`src/rtl/armleocpu_fetch_cache_if.sv`:
```
// Fetch<->cache command bundle plus single-beat AR/R refill channel.
// slave: cache side; master: fetch unit and memory fabric side.
`ifndef CACHE_CMD_NONE
`define CACHE_CMD_NONE           4'd0
`define CACHE_CMD_EXECUTE        4'd1
`define CACHE_CMD_FLUSH_ALL      4'd4
`define CACHE_RESPONSE_SUCCESS     4'd0
`define CACHE_RESPONSE_ACCESSFAULT 4'd1
`define CACHE_RESPONSE_MISSALIGNED 4'd3
`endif

interface armleocpu_fetch_cache_if;
  logic [3:0]  c_cmd;
  logic [31:0] c_address;
  logic        c_done;
  logic [3:0]  c_response;
  logic [31:0] c_load_data;
  logic        m_arvalid;
  logic        m_arready;
  logic [31:0] m_araddr;
  logic        m_rvalid;
  logic        m_rready;
  logic [31:0] m_rdata;
  logic [1:0]  m_rresp;

  modport slave (
    input  c_cmd, c_address,
    input  m_arready, m_rvalid, m_rdata, m_rresp,
    output c_done, c_response, c_load_data,
    output m_arvalid, m_araddr, m_rready
  );

  modport master (
    output c_cmd, c_address,
    output m_arready, m_rvalid, m_rdata, m_rresp,
    input  c_done, c_response, c_load_data,
    input  m_arvalid, m_araddr, m_rready
  );
endinterface

```
`src/rtl/armleocpu_fetch_cache.sv`:
```
// Direct-mapped one-word-per-line instruction cache, single-beat refill.
// Ports: clk, rst_n (sync, active-low), bus (armleocpu_fetch_cache_if.slave).
`ifndef CACHE_CMD_NONE
`define CACHE_CMD_NONE           4'd0
`define CACHE_CMD_EXECUTE        4'd1
`define CACHE_CMD_FLUSH_ALL      4'd4
`define CACHE_RESPONSE_SUCCESS     4'd0
`define CACHE_RESPONSE_ACCESSFAULT 4'd1
`define CACHE_RESPONSE_MISSALIGNED 4'd3
`endif

module armleocpu_fetch_cache #(
  parameter int LINES_W = 6
) (
  input logic clk,
  input logic rst_n,
  armleocpu_fetch_cache_if.slave bus
);
  localparam int LINES = 1 << LINES_W;
  localparam int TAG_W = 30 - LINES_W;

  typedef enum logic [2:0] {
    IDLE, LOOKUP, REFILL_AR, REFILL_R, FLUSH
  } state_t;

  state_t              state_q, state_d;
  logic [31:0]         addr_q, addr_d;
  logic [LINES_W-1:0]  cnt_q, cnt_d;
  logic [LINES-1:0]    valid_q, valid_d;
  logic                c_done_q, c_done_d;
  logic [3:0]          c_response_q, c_response_d;
  logic [31:0]         c_load_data_q, c_load_data_d;
  logic                m_arvalid_q, m_arvalid_d;
  logic [31:0]         m_araddr_q, m_araddr_d;
  logic                m_rready_q, m_rready_d;

  logic [TAG_W-1:0]    tag_mem [LINES];
  logic [31:0]         data_mem [LINES];
  logic [TAG_W-1:0]    rd_tag_q;
  logic [31:0]         rd_data_q;
  logic                mem_re, mem_we;

  logic [LINES_W-1:0]  req_idx, idx;
  logic [TAG_W-1:0]    tag;

  assign req_idx = bus.c_address[LINES_W+1:2];
  assign idx     = addr_q[LINES_W+1:2];
  assign tag     = addr_q[31:LINES_W+2];

  assign bus.c_done      = c_done_q;
  assign bus.c_response  = c_response_q;
  assign bus.c_load_data = c_load_data_q;
  assign bus.m_arvalid   = m_arvalid_q;
  assign bus.m_araddr    = m_araddr_q;
  assign bus.m_rready    = m_rready_q;

  always_comb begin
    state_d       = state_q;
    addr_d        = addr_q;
    cnt_d         = cnt_q;
    valid_d       = valid_q;
    c_done_d      = 1'b0;
    c_response_d  = c_response_q;
    c_load_data_d = c_load_data_q;
    m_arvalid_d   = m_arvalid_q;
    m_araddr_d    = m_araddr_q;
    m_rready_d    = m_rready_q;
    mem_re        = 1'b0;
    mem_we        = 1'b0;
    unique case (state_q)
      IDLE: begin
        // The done cycle still carries the finished command; skip it.
        if (!c_done_q) begin
          unique case (1'b1)
            bus.c_cmd == `CACHE_CMD_EXECUTE: begin
              addr_d  = bus.c_address;
              mem_re  = 1'b1;
              state_d = LOOKUP;
            end
            bus.c_cmd == `CACHE_CMD_FLUSH_ALL: begin
              cnt_d   = '0;
              state_d = FLUSH;
            end
            default: ;
          endcase
        end
      end
      LOOKUP: begin
        if (addr_q[1:0] != 2'b00) begin
          c_done_d     = 1'b1;
          c_response_d = `CACHE_RESPONSE_MISSALIGNED;
          state_d      = IDLE;
        end else if (valid_q[idx] && rd_tag_q == tag) begin
          c_done_d      = 1'b1;
          c_response_d  = `CACHE_RESPONSE_SUCCESS;
          c_load_data_d = rd_data_q;
          state_d       = IDLE;
        end else begin
          m_arvalid_d = 1'b1;
          m_araddr_d  = {addr_q[31:2], 2'b00};
          state_d     = REFILL_AR;
        end
      end
      REFILL_AR: begin
        if (bus.m_arready) begin
          m_arvalid_d = 1'b0;
          m_rready_d  = 1'b1;
          state_d     = REFILL_R;
        end
      end
      REFILL_R: begin
        if (bus.m_rvalid) begin
          m_rready_d = 1'b0;
          c_done_d   = 1'b1;
          state_d    = IDLE;
          if (bus.m_rresp == 2'b00) begin
            mem_we        = 1'b1;
            valid_d[idx]  = 1'b1;
            c_response_d  = `CACHE_RESPONSE_SUCCESS;
            c_load_data_d = bus.m_rdata;
          end else begin
            c_response_d = `CACHE_RESPONSE_ACCESSFAULT;
          end
        end
      end
      FLUSH: begin
        valid_d[cnt_q] = 1'b0;
        cnt_d          = cnt_q + LINES_W'(1);
        if (cnt_q == '1) begin
          c_done_d     = 1'b1;
          c_response_d = `CACHE_RESPONSE_SUCCESS;
          state_d      = IDLE;
        end
      end
      default: state_d = IDLE;
    endcase
  end

  always_ff @(posedge clk) begin
    if (!rst_n) begin
      state_q       <= IDLE;
      addr_q        <= '0;
      cnt_q         <= '0;
      valid_q       <= '0;
      c_done_q      <= 1'b0;
      c_response_q  <= `CACHE_RESPONSE_SUCCESS;
      c_load_data_q <= '0;
      m_arvalid_q   <= 1'b0;
      m_araddr_q    <= '0;
      m_rready_q    <= 1'b0;
    end else begin
      state_q       <= state_d;
      addr_q        <= addr_d;
      cnt_q         <= cnt_d;
      valid_q       <= valid_d;
      c_done_q      <= c_done_d;
      c_response_q  <= c_response_d;
      c_load_data_q <= c_load_data_d;
      m_arvalid_q   <= m_arvalid_d;
      m_araddr_q    <= m_araddr_d;
      m_rready_q    <= m_rready_d;
    end
  end

  // Arrays carry no reset; valid_q alone decides whether a line is live.
  always_ff @(posedge clk) begin
    if (mem_we) begin
      tag_mem[idx]  <= tag;
      data_mem[idx] <= bus.m_rdata;
    end
    if (mem_re) begin
      rd_tag_q  <= tag_mem[req_idx];
      rd_data_q <= data_mem[req_idx];
    end
  end
endmodule

```
`src/flat_wrapper.sv`:
```
// flat-port wrapper written by rule: the top's interface ports become plain ports
module armleocpu_fetch_cache_flat 
#(
  parameter int LINES_W = 6
)
  (clk, rst_n, bus_c_cmd, bus_c_address, bus_m_arready, bus_m_rvalid, bus_m_rdata, bus_m_rresp, bus_c_done, bus_c_response, bus_c_load_data, bus_m_arvalid, bus_m_araddr, bus_m_rready);
  armleocpu_fetch_cache_if bus_i ();
  input logic clk;
  input logic rst_n;
  input wire logic [$bits(bus_i.c_cmd)-1:0] bus_c_cmd;
  input wire logic [$bits(bus_i.c_address)-1:0] bus_c_address;
  input wire logic [$bits(bus_i.m_arready)-1:0] bus_m_arready;
  input wire logic [$bits(bus_i.m_rvalid)-1:0] bus_m_rvalid;
  input wire logic [$bits(bus_i.m_rdata)-1:0] bus_m_rdata;
  input wire logic [$bits(bus_i.m_rresp)-1:0] bus_m_rresp;
  output wire logic [$bits(bus_i.c_done)-1:0] bus_c_done;
  output wire logic [$bits(bus_i.c_response)-1:0] bus_c_response;
  output wire logic [$bits(bus_i.c_load_data)-1:0] bus_c_load_data;
  output wire logic [$bits(bus_i.m_arvalid)-1:0] bus_m_arvalid;
  output wire logic [$bits(bus_i.m_araddr)-1:0] bus_m_araddr;
  output wire logic [$bits(bus_i.m_rready)-1:0] bus_m_rready;
  assign bus_i.c_cmd = bus_c_cmd;
  assign bus_i.c_address = bus_c_address;
  assign bus_i.m_arready = bus_m_arready;
  assign bus_i.m_rvalid = bus_m_rvalid;
  assign bus_i.m_rdata = bus_m_rdata;
  assign bus_i.m_rresp = bus_m_rresp;
  assign bus_c_done = bus_i.c_done;
  assign bus_c_response = bus_i.c_response;
  assign bus_c_load_data = bus_i.c_load_data;
  assign bus_m_arvalid = bus_i.m_arvalid;
  assign bus_m_araddr = bus_i.m_araddr;
  assign bus_m_rready = bus_i.m_rready;
  armleocpu_fetch_cache #(.LINES_W(LINES_W)) u_core (.clk(clk), .rst_n(rst_n), .bus(bus_i));
endmodule
```
`config.mk`:
```
export PLATFORM = sky130hd
export DESIGN_NAME = armleocpu_fetch_cache_flat
export DESIGN_NICKNAME = d
export VERILOG_FILES = /design/src/rtl/armleocpu_fetch_cache_if.sv /design/src/rtl/armleocpu_fetch_cache.sv /design/src/flat_wrapper.sv
export SDC_FILE = /design/constraint.sdc
export NUM_CORES = 2
export LEC_CHECK = 0
export CAP_MARGIN = 20
export CELL_PAD_IN_SITES_DETAIL_PLACEMENT = 1
export CELL_PAD_IN_SITES_GLOBAL_PLACEMENT = 2
export CORE_MARGIN = 3
export CORE_UTILIZATION = 45
export DETAILED_ROUTE_END_ITERATION = 10
export GPL_TIMING_DRIVEN = 0
export PLACE_DENSITY_LB_ADDON = 0.1
export SLEW_MARGIN = 20
export SYNTH_ARGS = -nofsm -noshare
export SYNTH_HDL_FRONTEND = slang
export SYNTH_SLANG_ARGS = --single-unit
```
`constraint.sdc`:
```
create_clock -name clk -period 10.4 [get_ports clk]
set_input_delay 1.56 -clock clk [delete_from_list [all_inputs] [get_ports clk]]
set_output_delay 1.56 -clock clk [all_outputs]
set_load 0.02 [all_outputs]
```
; ---- Word-level counts from Yosys, hierarchy flattened
; Memories as Yosys holds them, arrays and structs flattened. A register that Yosys moved wholly into a read port is not among the register bits.
; Index checks and enable logic that the tools add are counted.
[totals]
ramBits = 3584
memories = 2
regBits = 174
input_bits = 74
out_inout_bits = 71
word_cells = 114
[mem_list]
columns = memory, depth, width, read_ports, rd_clocked_by_memory_dff, write_ports, line
row1 = u_core.data_mem, 64, 32, 1, 1, 1, armleocpu_fetch_cache.sv:38  ; logic [31:0] data_mem [LINES];
row2 = u_core.tag_mem, 64, 24, 1, 1, 1, armleocpu_fetch_cache.sv:37  ; logic [TAG_W-1:0] tag_mem [LINES];
[classes]
n_reduce_logical = 21
add_sub_neg = 1
bitwise_logic = 6
n_eq_ne = 19
muxes = 51
magnitude_cmp = 4
[op_table]
columns = op, count
row1 = 2-to-1 mux 32 bit, 4
row2 = 2-to-1 mux 64 bit, 2
row3 = one-hot mux 64 bit (2 select lines), 1
row4 = AND 64 bit, 1
row5 = inverter 64 bit, 1
row6 = OR 64 bit, 1
row7 = one-hot mux 32 bit (2 select lines), 1
row8 = equality test 24 bit, 1
row9 = 2-to-1 mux 1 bit, 21
row10 = 2-to-1 mux 4 bit, 4
row11 = 2-to-1 mux 3 bit, 5
row12 = one-hot mux 3 bit (5 select lines), 1
row13 = AND reduction 3 bit, 5
row14 = "less-than comparator 6 x 7 -> 1 bit, second input constant", 2
row15 = demux 1 bit (select 6 bit), 2
row16 = "greater-or-equal comparator 6 x 1 -> 1 bit, second input constant", 2
row17 = 2-to-1 mux 6 bit, 2
row18 = one-hot mux 4 bit (3 select lines), 1
row19 = one-hot mux 6 bit (2 select lines), 1
row20 = nonzero test 2 bit, 6
row21 = "inequality test 2 bit, second input constant", 5
row22 = AND reduction 5 bit, 2
row23 = "inequality test 2 x 1 -> 1 bit, second input constant", 4
row24 = AND reduction 4 bit, 2
row25 = 18 further kinds, 25

; ---- Logic depth before layout (Yosys ltp)
[logic_depth]
depth_word = 8
mapped_depth = 12
depth_no_buf = 7

; ---- Least setup slack after synthesis
; No wires, ideal clock.
[synth_path]
path_type = in2reg
startpoint = in bus_m_rresp[1]
endpoint = mem u_core.data_mem[10][0] (enable)
t_required_ns = 9.928
setup_ns = 0.472
cell_stages = 4
arrival_time_ns = 4.809
setup_slack_ns = 5.119
path_buffers = 0
cell_sequence = or2_0 -> nor3_1 -> nand2_1 -> nor2_1
[synth_between]
elab_chain_cells = 6
[synth_lines]
columns = element, line
row1 = "start, declared", flat_wrapper.sv:15  ; input wire logic [$bits(bus_i.m_rresp)-1:0] bus_m_rresp;
row2 = zero test 2 bit, armleocpu_fetch_cache.sv:116  ; if (bus.m_rresp == 2'b00) begin
row3 = 2-to-1 mux 1 bit, armleocpu_fetch_cache.sv:116
row4 = 2-to-1 mux 1 bit, armleocpu_fetch_cache.sv:112  ; if (bus.m_rvalid) begin
row5 = 2-to-1 mux 1 bit, armleocpu_fetch_cache.sv:70  ; unique case (state_q)
row6 = 2-to-1 mux 1 bit, armleocpu_fetch_cache.sv:167  ; if (mem_we) begin
row7 = 2-to-1 mux 1 bit (implied by the code), armleocpu_fetch_cache.sv:169  ; data_mem[idx] <= bus.m_rdata;
row8 = "end, declared", armleocpu_fetch_cache.sv:38
; Every way passes these cells.

==> impl_metrics.json <==
{
  "status": "finished, final reports clean",
  "grt_first_pass_wirelength_um": 619000,
  "whs_path_depth": 2,
  "postRouteWirelength_um": 450000,
  "slew_viol_final": 0,
  "ys.flop_type": "edfxtp_1",
  "synth_area_mm2": 0.145,
  "cts.sinks": 3812,
  "r2r-end": "u_core.tag_mem[50][15]",
  "power.leakage_nw": 51.0,
  "num_vias": 72300,
  "totalPowerFinal_mw": 32.3,
  "rsz0062_at_grt": "no",
  "port_buffers": 133,
  "drc": 0,
  "ctsResizeCount": 0,
  "fp.coreArea_mm2": 0.320,
  "start_util": 0.455,
  "grt-ovfl-total": 0,
  "drtPass1Iterations": 6,
  "skew_ns": 0.0391,
  "hold_viol": 0,
  "grt_max_degree": 68,
  "postCtsSetupBuffers": 0,
  "viasPerCell": 6.20,
  "fin_area_mm2": 0.172,
  "crit_slowest_cell": "buf_1",
  "end_kind": "register",
  "yosysSeqAreaShare": 0.776,
  "placed_area_mm2": 0.160,
  "cts_htree_levels": 5,
  "postSynth.asyncResetShare": 0,
  "insertion_delay_ns": 0.94,
  "final_common_cell": "edfxtp_1",
  "worstMarginPinSlew_ns": 1.19,
  "r2r_cells": 11,
  "synth_edf_count": 3640,
  "avgSynthCellArea_um2": 23.5,
  "cap_violations": 0,
  "path_cells": "clkbuf_1 -> clkbuf_2 -> buf_16 -> buf_2 -> buf_1 -> clkbuf_1 -> buf_6 -> mux2i_1 -> o21ai_1",
  "drtAntennaViolNets": 0,
  "area_growth_pct": 18.6,
  "io_pins": 145,
  "rr_startpoint": "u_core.state_q[2]",
  "grt_antenna_before_repair": 38,
  "row_count": 207,
  "hold_path_class": "reg2reg",
  "cts_tree": "yes",
  "clockRootBuffer": "clkbuf_16",
  "dr.first_iter.drc_count": 10700,
  "hold_path_startpoint": "u_core.bus.m_araddr[29]",
  "syn_inst": 6192,
  "synth-seq-cells": 3812,
  "power_per_cell_area_mw_per_mm2": 187,
  "dp_hpwl_um": 310000,
  "required_ns": 11.05,
  "setup_viol": 0,
  "path_class": "in2reg",
  "hold_buffers": 0,
  "vdd_ir_drop_max_mv": 0.143,
  "path_common_cell": "clkbuf_1",
  "critPathArrivalTime_ns": 6.14,
  "dieArea_mm2": 0.330,
  "dieWidth_um": 574,
  "nets": 7117,
  "track_usage": 0.272,
  "wl_per_cell_um": 38.6,
  "die_y_um": 574,
  "drive_gt1_frac": 0.320,
  "fin_crit_sh": 0.527,
  "final_cell_mix": "3640 x edfxtp_1, 1162 x mux4_2, 402 x clkbuf_16, 298 x nand2_1, 220 x clkbuf_1",
  "yosysWarnings": 0,
  "final.min_clock_period_ns": 5.49,
  "synthDistinctLibCells": 52,
  "slew_headroom": 0.208,
  "rrSetupSlack_ns": 5.33,
  "fill_cells": 27100,
  "cpPeakStageDelay_ns": 0.87,
  "gp_congestion": 0.829,
  "cp_max_fo": 10,
  "fmax_mhz": 182,
  "grt_pass1_vias": 74400,
  "worst_hold_path.endpoint": "u_core.bus.m_araddr[29]",
  "clk_pin_slew_ns": 0.06,
  "ctsLongestPathBuffers": 4,
  "start_kind": "input pin",
  "cts_buffers": 393
}
==> metal layers <==
| metal | global-route usage | share of wire | vias to the layer above |
|---|---|---|---|
| met2 | 0.420 | 0.47 | 3449 |
| met5 | 0 | 0 | - |
| met1 | 0.401 | 0.42 | 40000 |
| met4 | 0.0813 | 0.034 | 0 |
| li1 | - | - | 28200 |
| met3 | 0.0452 | 0.082 | 647 |
==> registers in the layout, indices dropped and copies added (netlist names) <==
| signal | flops |
|---|---|
| u_core.bus.m_araddr | 30 |
| u_core.bus.c_load_data | 32 |
| u_core.cnt_q | 6 |
| u_core.bus.m_rready | 1 |
| u_core.rd_data_q | 32 |
| u_core.state_q | 3 |
| u_core.tag_mem | 1536 |
| u_core.addr_q | 32 |
| u_core.bus.m_arvalid | 1 |
| u_core.bus.c_response | 2 |
| u_core.valid_q | 64 |
| u_core.bus.c_done | 1 |
| u_core.data_mem | 2048 |
| u_core.rd_tag_q | 24 |
==> cell type report <==
cell class	instances	area, um2	area share
Multi-Input combinational cell	2036	31600	0.183
Tap cell	4284	5360	0.0311
Clock inverter	245	2230	0.0130
Sequential cell	3812	113000	0.655
Inverter	2	7.51	0.0000436
Antenna cell	13	32.5	0.000189
Timing Repair Buffer	452	8290	0.0481
Buffer	345	1590	0.00922
Clock buffer	478	10400	0.0602
==> worst max path at each step <==
stage,startpoint,to,depth (start not counted)
CTS,bus_c_address[6],u_core.rd_tag_q[11],9
global placement,bus_m_rresp[1],u_core.data_mem[62][11],5
global route,bus_c_address[6],u_core.rd_tag_q[13],9
floorplan,bus_m_rresp[1],u_core.data_mem[10][0],4
detailed placement,bus_c_address[6],u_core.rd_tag_q[11],9
finish,bus_c_address[6],u_core.rd_tag_q[11],9
==> metrics by stage <==
stage / setup slack [ns] / utilization / setup TNS (ns) / hold slack (ns) / std cells
2_1_floorplan: 5.12 / - / 0 / 0.446 / 6195
6_report: 4.91 / 0.539 / 0 / 0.460 / 11700
4_1_cts: 5.01 / 0.539 / 0 / 0.463 / 11700
5_1_grt: 4.83 / 0.539 / 0 / 0.478 / 11700
3_5_place_dp: 4.00 / 0.499 / 0 / 0.455 / 10900
3_3_place_gp: -1.21 / 0.476 / -924.03 / 0.448 / 10600
==> worst max-delay path: cells and delay by family <==
family / cells / cell delay, ns
AO/OA/AOI/OAI: 1 / 0.12
buffers and inverters: 7 / 3.55
multiplexers: 1 / 0.83
==> kinds of logic after synthesis <==
kind of cell | count (synthesis) | synth area share
compound gates | 281 | 0.0118
fa+ha+maj | 1 | 0.0000861
flops | 3812 | 0.776
simple gates | 466 | 0.0131
buf+inv | 347 | 0.0104
mux | 1255 | 0.187
other cells | 1 | 0.0000258
xor+xnor | 29 | 0.00175
==> where the power goes <==
| group | internal [mW] | leakage [nW] | switching [mW] |
|---|---|---|---|
| clock | 8.05 | 6.16 | 5.91 |
| sequential | 16.8 | 32.1 | 0.0441 |
| combinational | 0.584 | 12.7 | 0.940 |
| total | 25.4 | 51.0 | 6.90 |
==> synth_stat cells (3+ instances only) <==
cell | count | share of area
edfxtp_1 | 3640 | 0.75
mux4_2 | 1162 | 0.18
nand2_1 | 298 | 0.0077
clkbuf_1 | 202 | 0.0052
dfxtp_1 | 172 | 0.024
nor2_1 | 102 | 0.0026
a21oi_1 | 100 | 0.0034
buf_2 | 99 | 0.0034
o21ai_0 | 97 | 0.0033
mux2i_1 | 72 | 0.0050
o221a_1 | 32 | 0.0025
buf_1 | 29 | 0.00075
o21ai_1 | 22 | 0.00076
mux2_2 | 20 | 0.0016
xor2_1 | 20 | 0.0012
nand3_1 | 12 | 0.00041
o21a_1 | 11 | 0.00057
buf_4 | 10 | 0.00052
nor2b_1 | 9 | 0.00039
nor3_1 | 9 | 0.00031
xnor2_1 | 9 | 0.00054
a22oi_1 | 6 | 0.00031
nand4_1 | 6 | 0.00026
nor4_1 | 6 | 0.00026
nand3b_1 | 5 | 0.00026
nand2b_1 | 4 | 0.00017
a31oi_1 | 3 | 0.00013
and2_1 | 3 | 0.00013
buf_8 | 3 | 0.00031
or3_1 | 3 | 0.00013
No activity file was read; power rests on OpenSTA's default activity.
